===== src/rtl/fp32_align_stage.sv =====
`default_nettype none
// ============================================================================
//  Module   : fp32_align_stage
//  Purpose  : Pre-normalisation front end of the vecunit FP32 adder. Unpacks
//             two IEEE-754 singles, decides which operand has the larger
//             magnitude, and right-aligns the smaller significand with
//             guard/round/sticky bits. Two registered stages with
//             valid/ready flow control so the adder can stall.
//  Ports    : clk_i, rst_i           - clock, synchronous active-high reset
//             in_valid_i/in_ready_o  - operand pair handshake
//             op_a_i, op_b_i         - raw IEEE-754 single operands
//             out_valid_o/out_ready_i- aligned result handshake
//             swap_o                 - 1 when B is the larger magnitude
//             exp_large_o            - effective exponent of larger operand
//             sign_large_o/small_o   - operand signs after swap
//             mant_large_o           - larger significand, hidden bit incl.
//             mant_small_o           - aligned smaller significand, LSB=sticky
//             special_o              - (FP_ALIGN_SPECIAL_EN only) Inf/NaN class
//  Options  : `define FP_ALIGN_SPECIAL_EN to add special-operand detection.
//  Revision : 1.0 - initial release
// ============================================================================
module fp32_align_stage #(
    parameter int SHIFT_W = 27
) (
    input  logic               clk_i,
    input  logic               rst_i,
    input  logic               in_valid_i,
    output logic               in_ready_o,
    input  logic [31:0]        op_a_i,
    input  logic [31:0]        op_b_i,
    output logic               out_valid_o,
    input  logic               out_ready_i,
    output logic               swap_o,
    output logic [7:0]         exp_large_o,
    output logic               sign_large_o,
    output logic               sign_small_o,
    output logic [23:0]        mant_large_o,
    output logic [SHIFT_W-1:0] mant_small_o
`ifdef FP_ALIGN_SPECIAL_EN
    ,
    output logic [1:0]         special_o
`endif
);

    // Shift distances at or beyond this push every significand bit into sticky.
    localparam logic [7:0]         c_SAT_DIFF = 8'(SHIFT_W);
    localparam logic [SHIFT_W-1:0] c_ONE      = {{(SHIFT_W-1){1'b0}}, 1'b1};

    // ------------------------------------------------------------------
    // Flow control: a stage may load when it is empty or its consumer
    // is taking its current contents this cycle.
    // ------------------------------------------------------------------
    logic r_s1_valid;
    logic r_s2_valid;
    logic w_s2_adv;
    logic w_s1_adv;

    assign w_s2_adv    = !r_s2_valid | out_ready_i;
    assign w_s1_adv    = !r_s1_valid | w_s2_adv;
    assign in_ready_o  = w_s1_adv;
    assign out_valid_o = r_s2_valid;

    // ------------------------------------------------------------------
    // Unpack and compare (feeds stage 1)
    // ------------------------------------------------------------------
    logic [7:0]  w_exp_a, w_exp_b;
    logic [7:0]  w_eff_a, w_eff_b;
    logic [23:0] w_sig_a, w_sig_b;
    logic        w_swap;
    logic [7:0]  w_exp_large, w_exp_small;

    assign w_exp_a = op_a_i[30:23];
    assign w_exp_b = op_b_i[30:23];
    // Denormals share the exponent of the smallest normal, without hidden bit.
    assign w_eff_a = (w_exp_a == 8'd0) ? 8'd1 : w_exp_a;
    assign w_eff_b = (w_exp_b == 8'd0) ? 8'd1 : w_exp_b;
    assign w_sig_a = {(w_exp_a != 8'd0), op_a_i[22:0]};
    assign w_sig_b = {(w_exp_b != 8'd0), op_b_i[22:0]};

    // Ties keep A as the larger operand, so equal inputs never swap.
    assign w_swap      = (w_eff_b > w_eff_a) | ((w_eff_b == w_eff_a) & (w_sig_b > w_sig_a));
    assign w_exp_large = w_swap ? w_eff_b : w_eff_a;
    assign w_exp_small = w_swap ? w_eff_a : w_eff_b;

`ifdef FP_ALIGN_SPECIAL_EN
    logic       w_nan_a, w_nan_b, w_inf_a, w_inf_b;
    logic [1:0] w_special;
    assign w_nan_a = (&w_exp_a) & (|op_a_i[22:0]);
    assign w_nan_b = (&w_exp_b) & (|op_b_i[22:0]);
    assign w_inf_a = (&w_exp_a) & ~(|op_a_i[22:0]);
    assign w_inf_b = (&w_exp_b) & ~(|op_b_i[22:0]);
    // NaN dominates; Inf - Inf is flagged invalid ahead of plain Inf.
    assign w_special = (w_nan_a | w_nan_b)                          ? 2'b10 :
                       (w_inf_a & w_inf_b & (op_a_i[31] ^ op_b_i[31])) ? 2'b11 :
                       (w_inf_a | w_inf_b)                          ? 2'b01 : 2'b00;
`endif

    // ------------------------------------------------------------------
    // Stage 1 registers
    // ------------------------------------------------------------------
    logic        r_s1_swap;
    logic [7:0]  r_s1_exp_large;
    logic [7:0]  r_s1_diff;
    logic        r_s1_sign_large;
    logic        r_s1_sign_small;
    logic [23:0] r_s1_mant_large;
    logic [23:0] r_s1_sig_small;
`ifdef FP_ALIGN_SPECIAL_EN
    logic [1:0]  r_s1_special;
`endif

    always_ff @(posedge clk_i) begin
        if (rst_i) begin
            r_s1_valid      <= 1'b0;
            r_s1_swap       <= 1'b0;
            r_s1_exp_large  <= 8'd0;
            r_s1_diff       <= 8'd0;
            r_s1_sign_large <= 1'b0;
            r_s1_sign_small <= 1'b0;
            r_s1_mant_large <= 24'd0;
            r_s1_sig_small  <= 24'd0;
`ifdef FP_ALIGN_SPECIAL_EN
            r_s1_special    <= 2'b00;
`endif
        end else if (w_s1_adv) begin
            r_s1_valid <= in_valid_i;
            if (in_valid_i) begin
                r_s1_swap       <= w_swap;
                r_s1_exp_large  <= w_exp_large;
                r_s1_diff       <= w_exp_large - w_exp_small;
                r_s1_sign_large <= w_swap ? op_b_i[31] : op_a_i[31];
                r_s1_sign_small <= w_swap ? op_a_i[31] : op_b_i[31];
                r_s1_mant_large <= w_swap ? w_sig_b : w_sig_a;
                r_s1_sig_small  <= w_swap ? w_sig_a : w_sig_b;
`ifdef FP_ALIGN_SPECIAL_EN
                r_s1_special    <= w_special;
`endif
            end
        end
    end

    // ------------------------------------------------------------------
    // Alignment shifter with sticky collection (feeds stage 2)
    // ------------------------------------------------------------------
    logic [SHIFT_W-1:0] w_ext;
    logic               w_sat;
    logic [4:0]         w_shamt;
    logic [SHIFT_W-1:0] w_shifted;
    logic [SHIFT_W-1:0] w_lost_mask;
    logic               w_sticky;
    logic [SHIFT_W-1:0] w_mant_small;

    assign w_ext       = {r_s1_sig_small, 3'b000};
    assign w_sat       = (r_s1_diff >= c_SAT_DIFF);
    // Below saturation the distance is at most 26, so 5 bits suffice.
    assign w_shamt     = r_s1_diff[4:0];
    assign w_shifted   = w_ext >> w_shamt;
    assign w_lost_mask = (c_ONE << w_shamt) - c_ONE;
    assign w_sticky    = |(w_ext & w_lost_mask);
    // A zero significand must never produce a sticky bit, saturated or not.
    assign w_mant_small = w_sat ? {{(SHIFT_W-1){1'b0}}, |r_s1_sig_small}
                                : {w_shifted[SHIFT_W-1:1], w_shifted[0] | w_sticky};

    // ------------------------------------------------------------------
    // Stage 2 registers (drive the outputs directly)
    // ------------------------------------------------------------------
    always_ff @(posedge clk_i) begin
        if (rst_i) begin
            r_s2_valid   <= 1'b0;
            swap_o       <= 1'b0;
            exp_large_o  <= 8'd0;
            sign_large_o <= 1'b0;
            sign_small_o <= 1'b0;
            mant_large_o <= 24'd0;
            mant_small_o <= '0;
`ifdef FP_ALIGN_SPECIAL_EN
            special_o    <= 2'b00;
`endif
        end else if (w_s2_adv) begin
            r_s2_valid <= r_s1_valid;
            if (r_s1_valid) begin
                swap_o       <= r_s1_swap;
                exp_large_o  <= r_s1_exp_large;
                sign_large_o <= r_s1_sign_large;
                sign_small_o <= r_s1_sign_small;
                mant_large_o <= r_s1_mant_large;
                mant_small_o <= w_mant_small;
`ifdef FP_ALIGN_SPECIAL_EN
                special_o    <= r_s1_special;
`endif
            end
        end
    end

endmodule
`default_nettype wire


===== config.mk =====
export PLATFORM = sky130hd
export DESIGN_NAME = fp32_align_stage
export DESIGN_NICKNAME = d
export VERILOG_FILES = /design/src/rtl/fp32_align_stage.sv
export SDC_FILE = /design/constraint.sdc
export NUM_CORES = 1
export LEC_CHECK = 0
export ABC_AREA = 1
export BUFFER_PORTS_ARGS = -buffer_cell sky130_fd_sc_hd__buf_2
export CORE_MARGIN = 2
export CORE_UTILIZATION = 57
export CTS_CLUSTER_SIZE = 20
export DETAILED_ROUTE_END_ITERATION = 8
export PLACE_DENSITY = 0.8
export SLEW_MARGIN = 10
export SYNTH_ARGS = -nofsm -noshare
export SYNTH_HDL_FRONTEND = slang
export SYNTH_SLANG_ARGS = --single-unit

===== constraint.sdc =====
create_clock -name clk_i -period 3.57 [get_ports clk_i]
set_clock_uncertainty 0.1 [all_clocks]
set_input_delay 0.714 -clock clk_i [delete_from_list [all_inputs] [get_ports clk_i]]
set_output_delay 0.714 -clock clk_i [all_outputs]
set_load 0.1 [all_outputs]

==> results of run 1 <==
-- critical path: stages --
cell and delay [ns]:
sky130_fd_sc_hd__buf_2 0.12, sky130_fd_sc_hd__nor4_1 0.31, sky130_fd_sc_hd__inv_1 0.07, sky130_fd_sc_hd__nor2_1 0.13
sky130_fd_sc_hd__inv_1 0.09, sky130_fd_sc_hd__ha_1 0.30, sky130_fd_sc_hd__nand2_1 0.07, sky130_fd_sc_hd__nor2_1 0.13
sky130_fd_sc_hd__nand2_1 0.08, sky130_fd_sc_hd__nor2_1 0.17, sky130_fd_sc_hd__nand2_1 0.07, sky130_fd_sc_hd__nand3_1 0.08
sky130_fd_sc_hd__nand2_2 0.09, sky130_fd_sc_hd__nand2_4 0.12, sky130_fd_sc_hd__buf_4 0.24, sky130_fd_sc_hd__nand2_2 0.08
sky130_fd_sc_hd__nand2_2 0.07, sky130_fd_sc_hd__nand3_1 0.06, sky130_fd_sc_hd__nand2_1 0.09, sky130_fd_sc_hd__a21oi_2 0.05
sky130_fd_sc_hd__nand3_1 0.07, sky130_fd_sc_hd__nand3_1 0.07, sky130_fd_sc_hd__nand2_1 0.09, sky130_fd_sc_hd__inv_1 0.04
-- final cells by class --
type | count | area share, %
timing repair buffer | 157 | 9.57
multi-input combinational | 866 | 48.5
sequential | 131 | 28.7
clock buffer | 19 | 4.73
clock inverter | 13 | 1.76
tap | 176 | 2.41
inverter | 106 | 4.35
-- cell usage after synthesis, drive strengths merged --
cell type,count,area share [%]
mux2i,7,0.90
or2,2,0.16
a22oi,3,0.29
a2111o,1,0.14
nand2,300,15
a211o,1,0.11
a31oi,9,0.72
o221ai,5,0.56
dfxtp,131,34
a21o,2,0.19
o211a,1,0.13
nand4,6,0.56
o22ai,2,0.16
a221oi,2,0.22
a31o,1,0.11
o2111ai,5,0.56
nand3,37,2.5
a21oi,133,8.6
buf,25,1.8
a211oi,2,0.19
ha,33,5.3
nor2,124,6.1
inv,105,5.1
a32oi,1,0.11
nand3b,2,0.19
o211ai,33,4.1
nor4,6,0.48
clkbuf,53,2.6
o21bai,1,0.096
nor3,8,0.58
xor2,2,0.22
o21a,2,0.19
o21ai,135,8.7
clkinv,1,0.048
-- how the worst max path moves through the flow --
stage / startpoint / end / slack, ns / cells after the start
2_1_floorplan: out_valid_o / r_s1_sig_small[0] / 0.22 / 6
3_3_place_gp: op_b_i[28] / r_s1_diff[7] / 0.09 / 24
3_5_place_dp: op_b_i[28] / r_s1_diff[7] / 0.01 / 24
4_1_cts: op_b_i[28] / r_s1_diff[7] / 0.44 / 24
5_1_grt: op_b_i[28] / r_s1_diff[6] / 0.06 / 25
6_report: op_b_i[28] / r_s1_diff[7] / 0.38 / 24
-- power by group through the flow --
| stage | combinational [mW] | sequential, mW | clock, mW |
|---|---|---|---|
| floorplan | 0.694 | 1.95 | 0 |
| global placement | 1.28 | 1.67 | 0 |
| detailed placement | 1.29 | 1.67 | 0 |
| CTS | 1.30 | 1.64 | 1.76 |
| global route | 1.43 | 1.65 | 1.83 |
| finish | 1.31 | 1.64 | 1.75 |
-- metrics by stage --
stage          hold slack [ns]  utilization, %  power [mW]  std cells
4_1_cts                  0.361            68.8        4.70       1468
6_report                 0.358            68.8        4.70       1468
3_5_place_dp             0.352            64.4        2.96       1436
5_1_grt                  0.377            68.8        4.92       1468
3_3_place_gp             0.348            64.4        2.95       1436
2_1_floorplan            0.342               -        2.65       1181
-- per-layer routing --
layer	track usage [%]	part of all wire (%)
met5	0	0
met1	42.7	45
met4	11.0	2.2
met3	6.02	7.5
met2	50.2	45
-- cells by family (layout without fill, tap and decap cells) --
group | after synthesis | count (layout) | synth area share (%)
AOI/OAI and AO/OA | 339 | 339 | 25.2
buffers and inverters | 184 | 295 | 9.51
adders and majority gates | 33 | 33 | 5.29
and+or+nand+nor | 485 | 485 | 25.3
muxes | 7 | 7 | 0.898
xor gates and xnor gates | 2 | 2 | 0.225
DFF | 131 | 131 | 33.6
-- cell usage in the layout (no fill, tap or decap), types with 4 or more instances in the layout --
master | synthesis | final
sky130_fd_sc_hd__nand2_1 | 294 | 292
sky130_fd_sc_hd__o21ai_0 | 132 | 132
sky130_fd_sc_hd__a21oi_1 | 131 | 131
sky130_fd_sc_hd__dfxtp_1 | 131 | 131
sky130_fd_sc_hd__buf_2 | 16 | 131
sky130_fd_sc_hd__nor2_1 | 121 | 121
sky130_fd_sc_hd__inv_1 | 104 | 104
sky130_fd_sc_hd__nand3_1 | 35 | 35
sky130_fd_sc_hd__ha_1 | 33 | 33
sky130_fd_sc_hd__buf_4 | 0 | 24
sky130_fd_sc_hd__o211ai_1 | 19 | 19
sky130_fd_sc_hd__clkbuf_16 | 0 | 17
sky130_fd_sc_hd__o211ai_2 | 14 | 14
sky130_fd_sc_hd__a31oi_1 | 9 | 9
sky130_fd_sc_hd__nor3_1 | 7 | 7
sky130_fd_sc_hd__nand2_2 | 5 | 7
sky130_fd_sc_hd__mux2i_1 | 7 | 7
sky130_fd_sc_hd__nor4_1 | 6 | 6
sky130_fd_sc_hd__nand4_1 | 5 | 5
sky130_fd_sc_hd__o221ai_1 | 5 | 5
sky130_fd_sc_hd__o2111ai_1 | 5 | 5
sky130_fd_sc_hd__clkinvlp_4 | 0 | 4
-- registers in the layout (all words and copies together), names as in the netlist, 8 cells and up --
signal and cells:
mant_small_o 27, mant_large_o 24, r_s1_mant_large 24, r_s1_sig_small 24
exp_large_o 8, r_s1_diff 8, r_s1_exp_large 8
==> summary.md, run 1 <==
The sequential cells in the finished layout cover a total of 2620 sq um. For this run, the number of Yosys warnings is 0. Max-cap violations in this run came to 0.

The run gives 1282 as the post-synthesis net count. The pre-antenna-repair detailed-routing pass consisted of 5 iterations. The congestion estimate from routability-driven global placement came to 0.985.

TritonCTS built the clock tree. The worst endpoint required time was 3.79 ns. The number of antenna diodes in the final layout is 0. After synthesis the cells add up to 7800 sq um.

The tools report the capturing point of the worst reg2reg path as mant_small_o[0]. Largest net degree at the start of global routing: 87. The initialized floorplan defines 42 standard-cell rows. Post-CTS repair changed the size of 0 cells.

The share of the Yosys chip area taken by registers is 33.6%. The classification of the worst-slack hold path was flop to flop. The internal power of the cells totals 3.02 mW. The measured slew at the worst slew-check pin is 0.908 ns.

Across all layers, the routed design uses 8225 vias. In this run, CTS created clock tree buffers numbering 17. For this run, the top clock speed supported by timing is 313 MHz. After filler insertion, the fill cell instance count of the layout stands at 1225. Measured against its own limit, the worst slew margin works out to 39.4%. For this design the top-level I/O count stands at 132. Sequential cells account for 34.9% of the total power.

A synthesized cell averages 6.61 sq um. In this run the critical register-to-register path is launched from r_s1_diff[0]. For hold timing, the worst endpoint is mant_small_o[10].

The power per cell area is 514 nW/um^2, and the share of layout cells above drive strength 1 is 17.2%. Timing analysis after detailed placement gives a worst setup slack of 0.00993 ns. The worst setup path is captured at a flop. Combinational cells account for 27.9% of the total power. The share of total power consumed by net switching came out at 35.8%. The total negative setup slack came out at 0 ns. In this run the most critical hold path is launched from mant_small_o[10]. From synthesis to final layout, the design area changed by 17.3%.

Number of cells traversed by the worst hold path: 2. The tree is rooted in a sky130_fd_sc_hd__clkbuf_16. STA classifies the critical path startpoint as an input port. The routed design has 22600 microns of wire.

The analysis attributes to net switching a power of 1.69 mW. Clock latency on the worst-skew pair: 0.42 ns. The count of routing violations after the opening detailed-route iteration is 696.

The tools report the final number of hold-violating endpoints as 0. The flow ran to the end, and the final reports show no timing, DRC or antenna violations. The H-tree was split into 4 levels.

The max-slew violation count is 0, and the register clock-pin slew on the reported worst setup and hold paths is 0.06 ns. The run gives 37000 microns as the global-route wire length before repair. The count of nets left with antenna violations once routing finished came out at 0. The analysis attributes to cell leakage a power of 4.29 nW. The worst register-to-register path has a setup slack of 0.95 ns.

The via count normalized by instance count is 5.60, and the area of the multi-input gates is 4440 sq um. The die is 121 microns wide. The routed wirelength normalized by instance count was 15.4 microns; the chip height was 121 microns. The tools report the initial cell density of the core as 58.7%. Buffers placed on the I/O ports in this run total 131. For the final worst-path setup slack, the log shows 0.375 ns. The worst-case vdd ir drop came out at 0.295 mV. The number of hold buffers added after cts was 0; the number of distinct library cell variants in the gate-level netlist after synthesis was 48.

The tools report the number of global-route vias before repair as 7527. The worst path needs 3.19 ns of the cycle, external delays included. The net count of the finished layout is 1380.

The clock drives 131 sinks. Once layout is done, the placed cells without fillers occupy 9150 sq um. Buffers added to address setup during post-CTS repair amount to 0. The die covers 14600 sq um.

For the worst flop-to-flop path, the logic depth is 13. Dividing the final minimum period by the clock period gives 89.5%. For the global route total overflow, the log shows 0. For the detailed-route DRC error count, the log shows 0. Counting along the longest clock path gives a buffer depth of 2.

In the synthesized netlist, the number of instances is 1181. Flip-flop and latch count after synthesis: 131. Setup repair after global routing left no endpoint under its margin. The arrival time reported for the critical path endpoint is 3.42 ns, and the largest fanout on the critical path is 22. Across every metal layer, demand over resource in global routing totals 31.5%. In this run, the clock network consumes 37.2% of the power.

The logs give 0 for the setup-violating endpoint count in the final report and 16200 microns for the detailed placer's ending HPWL. For the area of the core region, the log shows 13300 sq um. The startpoint-to-endpoint class of the critical path was input port to flop.

The tools report the cell area reported after detailed placement as 8560 sq um. The number of antenna violations at the first check in global routing came out at 0.
Note: power is estimated with default switching activity, not from simulation.
==> run 2, diff against run 1 <==
==> constraint.sdc (replaced) <==
create_clock -name clk_i -period 3.57 [get_ports clk_i]
set_clock_uncertainty 0.1 [all_clocks]
set_input_delay 0.5355 -clock clk_i [delete_from_list [all_inputs] [get_ports clk_i]]
set_output_delay 0.5355 -clock clk_i [all_outputs]
set_load 0.1 [all_outputs]
==> run 2 against run 1 <==
Compared with the run above:
- critical path type unchanged
- first-iteration DRC count rose by 1.4%
- sequential power barely moved
- combinational power barely moved
==> summary.md, run 2 (same netlist as run 1, synthesis figures left out) <==
The number of hold buffers added after cts was 0 (unchanged). The run gives 2 (unchanged) as the largest buffer count on any clock path. Total negative setup slack: 0 ns (unchanged). The number of buffer cells added on primary ports is 131 (unchanged), and the final critical path time including I/O delays and setup is 3.03 ns (-0.162 ns). The post-CTS setup repair buffer count is 0 (unchanged), and the fraction of met3 tracks used by global routing is 6.39% (+0.38 points). In this run the critical register-to-register path is launched from r_s1_diff[0]. The run gives 42 (unchanged) as the number of standard-cell rows in the floorplan. The maximum level of the CTS H-tree is 4 (unchanged), and the combinational cell fraction of total power is 28.2% (+0.3 points).

The routed via count is 8110 (-1.4%), and the area added between synthesis and finish is 16.4%. The setup-violating endpoint count in the final report is 0 (unchanged). Sink of the worst hold path: r_s1_exp_large[3].

Post-detailed-routing wire length: 22300 microns (-1.1%). For the leakage power total, the log shows 4.26 nW (-0.56%). Met2 track demand over resource: 49.5% (-0.70 points). The total global routing track utilization came out at 31.6% (+0.080 points). The tools report the non-filler instance count after layout as 1460 (-0.54%). In the layout the commonest cells are sky130_fd_sc_hd__nand2_1, sky130_fd_sc_hd__o21ai_0, sky130_fd_sc_hd__a21oi_1, sky130_fd_sc_hd__dfxtp_1, sky130_fd_sc_hd__buf_2.

Commonest non-fill, non-tap cell in the layout: sky130_fd_sc_hd__nand2_1. For the number of cells after detailed placement, the log shows 1430 (-0.42%). For the reg-to-reg setup timing slack, the log shows 0.97 ns (+0.02 ns). STA classifies the critical path startpoint as an input port. The run gives 35.6% (+0.7 points) as the sequential power share. Global-route wire length before repair: 37000 microns (about the same). The worst endpoint required time was 3.79 ns (about the same); the post-route clock period utilization was 85.0% (-4.5 points). The clock latency on the worst-skew pair came out at 0.42 ns (about the same). For the number of I/O pins, the log shows 132 (unchanged). Share of total power consumed by net switching: 35.7% (-0.11 points). The final standard cell area without fillers was 9080 sq um (-0.79%); the post-cts sizing count was 0 (unchanged). Number of cells traversed by the worst hold path: 3 (+1). The number of antenna diodes was 0 (unchanged).

The final net count was 1374 (-0.43%). The flow ran to the end, and the final reports show no timing, DRC or antenna violations. The cell depth of the worst flop-to-flop path was 13 (unchanged). The initial cell density of the core is 58.7% (unchanged), and the cell area reported after detailed placement is 8510 sq um (-0.53%). The worst register-to-register path ends at mant_small_o[0]. Register clock-pin slew on the reported worst setup and hold paths: 0.05 ns (about the same). The worst hold path belongs to the class input port to flop.

The power per cell area was 509 nW/um^2 (-1.0%). The largest fanout on the critical path works out to 12 (-45%). Area of the core region: 13300 sq um (unchanged). The routed wirelength normalized by instance count was 15.3 microns (-0.60%).

The run gives 87 (unchanged) as the largest net degree at the start of global routing. The tools report the net load switching power as 1.65 mW (-2.1%). STA classifies the critical path endpoint as a flop. The number of antenna violations at the first check in global routing is 0 (unchanged). The worst setup path is of the input port to flop kind. The measured slew at the worst slew-check pin was 0.917 ns (+0.00895 ns). The final number of hold-violating endpoints was 0 (unchanged); the horizontal die dimension was 121 microns (unchanged). The share of layout cells above drive strength 1 works out to 16.7% (-0.44 points). The detailed placer's ending HPWL was 16100 microns (-0.48%).

Number of search-and-repair iterations in the first detailed-routing pass: 6 (+1). The logs give 330 MHz (+5.3%) for the maximum clock frequency and 131 (unchanged) for the TritonCTS sink count. After global routing, the most crowded layer is met2. The area of the die is 14600 sq um (unchanged).

The flip-flop count of the largest register after layout is 27 (unchanged). Worst-case vdd ir drop: 0.308 mV (+4.4%). The number of global-route vias before repair came out at 7399 (-1.7%).

The detailed-route DRC error count was 0 (unchanged). Ranked by flip-flop count, first place goes to mant_small_o. For the cell-internal power, the log shows 2.97 mW (-1.7%). The tools report the arrival time reported for the critical path endpoint as 3.25 ns (-0.17 ns). For the number of buffers created by CTS, the log shows 17 (unchanged). The portion of total power attributed to the clock network is 36.2% (-1.0 points), and the global route total overflow is 0 (unchanged). Routing usage on met1: 42.8% (+0.059 points). The routability-driven placement congestion ratio came out at 1.01 (+2.1%). The number of maximum-capacitance violations was 0 (unchanged). The start point of the worst min-delay path is op_a_i[26].

For the number of nets with antenna violations after routing, the log shows 0 (unchanged). TritonCTS built the clock tree. The cell at the root of the clock tree was sky130_fd_sc_hd__clkbuf_16.

The relative slew slack came out at 38.8% (-0.60 points). The max-slew violation count is 0 (unchanged). The tools report the count of routing violations after the opening detailed-route iteration as 706 (+1.4%). The via count normalized by instance count came out at 5.55 (-0.86%).

Setup repair after global routing left no endpoint under its margin. The chip height was 121 microns (unchanged).
run 2: changes by cell type in the layout (fill, tap and decap cells not counted):
cell / delta
sky130_fd_sc_hd__bufinv_16: -1
sky130_fd_sc_hd__clkbuf_1: -1
sky130_fd_sc_hd__buf_4: -6
sky130_fd_sc_hd__clkinv_2: +2
sky130_fd_sc_hd__clkbuf_8: +2
sky130_fd_sc_hd__clkinv_4: -1
sky130_fd_sc_hd__clkinvlp_4: -3
run 2: critical path, cell delays in order:
cell                      delay [ns]
sky130_fd_sc_hd__buf_2          0.12
sky130_fd_sc_hd__nor4_1         0.27
sky130_fd_sc_hd__nand3_1        0.14
sky130_fd_sc_hd__nor2_1         0.21
sky130_fd_sc_hd__ha_1           0.28
sky130_fd_sc_hd__a21oi_1        0.14
sky130_fd_sc_hd__o21ai_0        0.09
sky130_fd_sc_hd__a21oi_1        0.13
sky130_fd_sc_hd__nand3_1        0.10
sky130_fd_sc_hd__nand2_2        0.16
sky130_fd_sc_hd__nand2_4        0.14
sky130_fd_sc_hd__nand2_1        0.12
sky130_fd_sc_hd__nand3_2        0.08
sky130_fd_sc_hd__ha_1           0.18
sky130_fd_sc_hd__inv_1          0.06
sky130_fd_sc_hd__nand2_2        0.07
sky130_fd_sc_hd__nand2_1        0.06
sky130_fd_sc_hd__nand3_1        0.09
sky130_fd_sc_hd__nand2_1        0.07
sky130_fd_sc_hd__nand2_1        0.04
sky130_fd_sc_hd__o21ai_1        0.12
sky130_fd_sc_hd__inv_1          0.04
run 2: per-stage QoR:
| step | power [mW] | utilization [%] | hold WS [ns] | setup slack [ns] |
|---|---|---|---|---|
| floorplan | 2.65 | - | 0.342 | 0.217 |
| global placement | 2.94 | 64.0 | 0.349 | 0.210 |
| detailed placement | 2.95 | 64.0 | 0.352 | 0.141 |
| CTS | 4.62 | 68.3 | 0.294 | 0.576 |
| global route | 4.83 | 68.3 | 0.326 | 0.101 |
| finish | 4.62 | 68.3 | 0.307 | 0.537 |
run 2: worst max path at each step:
stage,startpoint,to,slack [ns],depth (start not counted)
floorplan,out_valid_o,r_s1_sig_small[0],0.22,6
global placement,op_b_i[28],r_s1_diff[4],0.21,24
detailed placement,op_b_i[28],r_s1_diff[4],0.14,24
CTS,op_b_i[28],r_s1_diff[4],0.58,24
global route,op_b_i[28],r_s1_diff[4],0.10,24
finish,op_a_i[24],r_s1_diff[4],0.54,22
run 2: final cells by class:
class                           count  area, sq um
Clock buffer                       20          457
Clock inverter                     10          110
Fill cell                        1234         4220
Inverter                          106          398
Multi-Input combinational cell    866         4440
Sequential cell                   131         2620
Tap cell                          176          220
Timing Repair Buffer              151          831
run 2: routing by layer:
layer | share of wire, % | routed length [microns] | up-vias
met1 | 46 | 10200 | 3634
met5 | 0 | 0 | -
met2 | 45 | 10000 | 312
met3 | 6.9 | 1540 | 45
li1 | - | - | 4119
met4 | 2.5 | 554 | 0
run 2: power groups by stage:
stage	combinational, mW	clock, mW	sequential, mW
after floorplan	0.694	0	1.95
after global placement	1.27	0	1.67
after detailed placement	1.28	0	1.67
after CTS	1.29	1.69	1.64
after global routing	1.43	1.75	1.66
final	1.30	1.67	1.64
